==> src/rtl/sort_stream_adapter.sv <==
// -----------------------------------------------------------------------------
// sort_stream_adapter
//
// Initiator-side controller for a packed-vector sorter. It collects N elements
// from an input stream into slots 0..N-1, presents the packed batch to the
// sorter with a one-cycle start pulse, and waits for a rising edge on
// sort_done. It then captures the sorted word and streams it out in slot order.
//
// Handshake rule for both streams: a transfer happens on a rising clk edge
// where valid && ready are both high. A producer keeps valid and its data
// stable until that transfer. Ready may change freely.
//
// Ports
//   clk, rst            clock; synchronous active-high reset
//   in_valid/in_data    input element stream
//   in_ready            high only while filling a batch
//   sort_start          one-cycle start pulse to the sorter
//   sort_data_in        packed batch, slot i at [i*W +: W]
//   sort_data_out       sorted packed word returned by the sorter
//   sort_done           sorter completion level; only its rising edge counts
//   out_valid/out_data  output element stream, slot 0 first
//   out_ready           downstream accept
//   out_last            marks slot N-1 of the batch
//   busy                high in every state other than FILL
//   err                 one-cycle pulse when the wait for the sorter times out
//   state_dbg           current FSM state (0 FILL, 1 START, 2 WAIT, 3 DRAIN)
// -----------------------------------------------------------------------------
module sort_stream_adapter #(
   parameter int N       = 4,
   parameter int W       = 8,
   parameter int TIMEOUT = 64
) (
   input  logic           clk,
   input  logic           rst,
   input  logic           in_valid,
   input  logic [W-1:0]   in_data,
   output logic           in_ready,
   output logic           sort_start,
   output logic [N*W-1:0] sort_data_in,
   input  logic [N*W-1:0] sort_data_out,
   input  logic           sort_done,
   output logic           out_valid,
   output logic [W-1:0]   out_data,
   input  logic           out_ready,
   output logic           out_last,
   output logic           busy,
   output logic           err,
   output logic [1:0]     state_dbg
);

   localparam int CW = (N > 1) ? $clog2(N) : 1;
   localparam logic [CW-1:0] CNT_MAX = CW'(N - 1);
   localparam int TW = (TIMEOUT > 1) ? $clog2(TIMEOUT) : 1;
   localparam logic [TW-1:0] TIMER_MAX = TW'((TIMEOUT > 0) ? (TIMEOUT - 1) : 0);

   typedef enum logic [1:0] {
      S_FILL  = 2'd0,
      S_START = 2'd1,
      S_WAIT  = 2'd2,
      S_DRAIN = 2'd3
   } state_t;

   state_t          state_q;
   state_t          state_d;
   logic [CW-1:0]   cnt_q;
   logic [W-1:0]    slot_q [N];
   logic            done_q;
   logic [TW-1:0]   timer_q;

   logic            rise;
   logic            timeout_hit;
   logic            capture;
   logic            clear_slots;

   // done_q resets high so a done level left over from a previous run is
   // never mistaken for completion; only a fresh 0->1 edge counts.
   assign rise        = sort_done & ~done_q;
   assign timeout_hit = (TIMEOUT != 0) && (timer_q == TIMER_MAX);

   assign out_data  = slot_q[cnt_q];
   assign state_dbg = state_q;

   // The slots drive the sorter continuously; they only change in FILL and
   // on leaving WAIT, so the word is stable for the whole sort.
   always_comb begin
      sort_data_in = '0;
      for (int i = 0; i < N; i++) begin
         sort_data_in[i*W +: W] = slot_q[i];
      end
   end

   // Next state and outputs
   always_comb begin
      state_d     = state_q;
      in_ready    = 1'b0;
      sort_start  = 1'b0;
      out_valid   = 1'b0;
      out_last    = 1'b0;
      busy        = 1'b1;
      err         = 1'b0;
      capture     = 1'b0;
      clear_slots = 1'b0;
      unique case (state_q)
         S_FILL: begin
            in_ready = 1'b1;
            busy     = 1'b0;
            if (in_valid && (cnt_q == CNT_MAX)) begin
               state_d = S_START;
            end
         end
         S_START: begin
            sort_start = 1'b1;
            state_d    = S_WAIT;
         end
         S_WAIT: begin
            // A completion edge wins over a timeout landing in the same cycle.
            if (rise) begin
               capture = 1'b1;
               state_d = S_DRAIN;
            end else if (timeout_hit) begin
               err         = 1'b1;
               clear_slots = 1'b1;
               state_d     = S_FILL;
            end
         end
         S_DRAIN: begin
            out_valid = 1'b1;
            out_last  = (cnt_q == CNT_MAX);
            if (out_ready && (cnt_q == CNT_MAX)) begin
               state_d = S_FILL;
            end
         end
         default: state_d = S_FILL;
      endcase
   end

   // State and datapath registers
   always_ff @(posedge clk) begin
      if (rst) begin
         state_q <= S_FILL;
         cnt_q   <= '0;
         done_q  <= 1'b1;
         timer_q <= '0;
         for (int i = 0; i < N; i++) begin
            slot_q[i] <= '0;
         end
      end else begin
         state_q <= state_d;
         done_q  <= sort_done;
         unique case (state_q)
            S_FILL: begin
               if (in_valid) begin
                  slot_q[cnt_q] <= in_data;
                  cnt_q <= (cnt_q == CNT_MAX) ? '0 : cnt_q + CW'(1);
               end
            end
            S_START: begin
               timer_q <= '0;
            end
            S_WAIT: begin
               if (capture) begin
                  for (int i = 0; i < N; i++) begin
                     slot_q[i] <= sort_data_out[i*W +: W];
                  end
                  cnt_q <= '0;
               end else if (clear_slots) begin
                  for (int i = 0; i < N; i++) begin
                     slot_q[i] <= '0;
                  end
                  timer_q <= '0;
               end else begin
                  timer_q <= timer_q + TW'(1);
               end
            end
            S_DRAIN: begin
               if (out_ready) begin
                  cnt_q <= (cnt_q == CNT_MAX) ? '0 : cnt_q + CW'(1);
               end
            end
            default: ;
         endcase
      end
   end

endmodule
==> config.mk <==
export PLATFORM = sky130hd
export DESIGN_NAME = sort_stream_adapter
export DESIGN_NICKNAME = d
export VERILOG_FILES = /design/src/rtl/sort_stream_adapter.sv
export SDC_FILE = /design/constraint.sdc
export NUM_CORES = 1
export LEC_CHECK = 0
export CAP_MARGIN = 15
export CORE_ASPECT_RATIO = 1.2
export CORE_MARGIN = 8
export CORE_UTILIZATION = 44
export CTS_BUF_LIST = sky130_fd_sc_hd__clkbuf_4
export CTS_CLUSTER_SIZE = 40
export DETAILED_ROUTE_END_ITERATION = 10
export PLACE_DENSITY = 0.82
export SLEW_MARGIN = 5
export SYNTH_ARGS = -nofsm -noshare
export SYNTH_HDL_FRONTEND = slang
export SYNTH_SLANG_ARGS = --single-unit
export TNS_END_PERCENT = 100
==> constraint.sdc <==
create_clock -name clk -period 2.38 [get_ports clk]
set_input_delay 0.476 -clock clk [delete_from_list [all_inputs] [get_ports clk]]
set_output_delay 0.476 -clock clk [all_outputs]
set_load 0.01 [all_outputs]
==> results.json <==
{
  "die_h_microns": 93.9,
  "holdBufCountCts": 0,
  "synthDistinctLibCells": 42,
  "synth.avg_cell_area_sq_um": 13.6,
  "syn_inst": 164,
  "total_power_mw": 1.84,
  "path_class": "reg2out",
  "r2r_start": "state_dbg[0]",
  "antennaDiodeCount": 0,
  "wl_per_cell_microns": 19.9,
  "path_cells": "buf_6 > mux4_2 > clkdlybuf4s50_1",
  "slowest_delay_ns": 0.49,
  "synthTopCellsByArea": "edfxtp_1, a22o_1, dfxtp_1",
  "cts.path.max_buffers": 2,
  "io_pins": 93,
  "final.setup.tns_ns": 0,
  "drc": 0,
  "dieArea_sq_um": 7600,
  "cts_sinks": 45,
  "coreArea_sq_um": 4900,
  "netlist_top_cells_count": "a22o_1, edfxtp_1, dfxtp_1, nand3_1",
  "cts-buffers-inserted": 5,
  "gp_congestion": 0.820,
  "vias": 1865,
  "critical_path_peak_fanout": 6,
  "final_area_sq_um": 3360,
  "grt_max_degree": 33,
  "cellPowerDensity_nw_per_um2": 548,
  "slew_headroom_pct": 52.3,
  "status": "complete, no violations",
  "h-tree-depth": 2,
  "grt_antenna_before_repair": 0,
  "fin_crit_ns": 2.31,
  "syn2layout_area_growth_pct": 50.9,
  "drtIter0Drc": 128,
  "worstHoldStart": "timer_q[1]",
  "tightest_slew_ns": 0.713,
  "firstDrtPassIters": 4,
  "dieWidth_microns": 80.9,
  "vias_per_cell": 5.70,
  "initial_utilization_pct": 45.4,
  "gr-total-overflow": 0,
  "netlist_area_sq_um": 2230,
  "synth_ff_type": "edfxtp_1",
  "setup_viol": 0,
  "wirelength_microns": 6510,
  "synth_area_leader_cell": "edfxtp_1",
  "start_kind": "flip-flop",
  "fmax_ghz": 0.432,
  "cts.clk_slew.worst_paths_ns": 0.13,
  "drive_gt1_share_pct": 17.6,
  "cts_tree": "built",
  "hold_violations": 0,
  "num_rows": 28,
  "dp_hpwl_microns": 4950,
  "post-route-util_pct": 68.5,
  "clock_latency_ns": 0.36,
  "min_path_type": "reg2reg",
  "seq_area_sq_um": 1230,
  "final_nets": 313,
  "nFillCells": 361,
  "netlist.area_leader.share_pct": 43.1,
  "peakVddDrop_mv": 0.310,
  "critical_path.slowest_cell": "mux4_2",
  "rsz0062_at_grt": "false",
  "synth_edf_count": 32,
  "ys_ff_latch": 45,
  "port-buffer-count": 92,
  "synth_fp_nets": 211,
  "cp.arrival_ns": 1.84,
  "skew_ns": 0.0142,
  "slew_viol_final": 0,
  "leakagePower_nw": 1.31,
  "grt_pass1_wl_microns": 9700,
  "placed_cell_area_sq_um": 3230,
  "track_usage_pct": 16.7,
  "cts_root_buf": "clkbuf_4",
  "yosysSeqAreaShare_pct": 54.8,
  "reg2reg_depth": 4,
  "end_kind": "primary output",
  "async_reset_ff_share_pct": 0,
  "drv_cap": 0,
  "grt_pass1_vias": 1862,
  "multiInputGateArea_sq_um": 928,
  "required_ns": 1.90,
  "period_share_pct": 97.2,
  "yosys_warnings": 0,
  "ant_nets": 0,
  "holdPathStages": 2
}
worst paths after layout:
path | slack, ns | endpoint
worst min-delay path | 0.53 | timer_q[1]
worst max-delay path | 0.07 | out_data[0]
worst max register to register | 0.63 | slot_q[2][5]
worst min register to register | 0.53 | timer_q[1]
what timing repair did:
item	CTS	global route
gates cloned	0	0
resized for setup	7	5
setup endpoints to repair	9	5
pin swaps	0	0
setup buffers	2	0
stage by stage:
stage | setup WS, ns | cells | hold WS (ns)
final | 0.0675 | 327 | 0.528
after global routing | 0.00116 | 327 | 0.561
after CTS | 0.00245 | 327 | 0.530
after detailed placement | 0.0815 | 317 | 0.510
after global placement | 0.126 | 317 | 0.499
after floorplan | 0.555 | 164 | 0.478
per-layer routing:
metal / track usage (%) / part of all wire, % / vias to the layer above
met3: 5.17 / 11 / 8
met5: 0 / 0 / -
met1: 18.2 / 37 / 900
met4: 5.37 / 1.1 / 0
met2: 29.5 / 52 / 98
li1: - / - / 859
state kept, by name, indices dropped and copies added (netlist names), named ones only:
signal and count:
cnt_q 2, timer_q 6, state_dbg 2, slot_q 32
done_q 1
worst max-delay path, delay by kind of cell (launching register included):
| family | cells | cell delay (ns) |
|---|---|---|
| multiplexers | 1 | 0.49 |
| buffers and inverters | 2 | 0.64 |
| flip-flops | 1 | 0.35 |
power breakdown:
group          switching, mW  internal [mW]  total, mW
Combinational          0.133          0.210      0.343
Clock                  0.257          0.331      0.588
Sequential            0.0273          0.883      0.911
Total                  0.417           1.42       1.84
layout by cell type, fill, tap and decap left out, types with 5 or more instances in the layout:
| master | count |
|---|---|
| nand2_1 | 6 |
| mux4_2 | 8 |
| clkbuf_4 | 5 |
| nand2b_1 | 8 |
| edfxtp_1 | 32 |
| buf_4 | 11 |
| dfxtp_1 | 9 |
| nand3_1 | 9 |
| clkdlybuf4s50_1 | 85 |
| a22o_1 | 32 |
| a21oi_1 | 5 |
| nor2_1 | 5 |
cells by family after synthesis:
kind of cell,synth area share [%]
DFF,54.8
and+or+nand+nor,14.4
muxes,8.76
AOI/OAI and AO/OA,17.0
xor gates and xnor gates,0.393
adders and majority gates,1.12
buffers and inverters,3.48
cell type report:
type | instances | area share (%)
Multi-Input combinational cell | 108 | 27.6
Clock inverter | 3 | 2.05
Timing Repair Buffer | 104 | 30.3
Sequential cell | 45 | 36.5
Clock buffer | 5 | 1.12
Tap cell | 60 | 2.23
Inverter | 2 | 0.223
No activity file was read; power rests on OpenSTA's default activity.
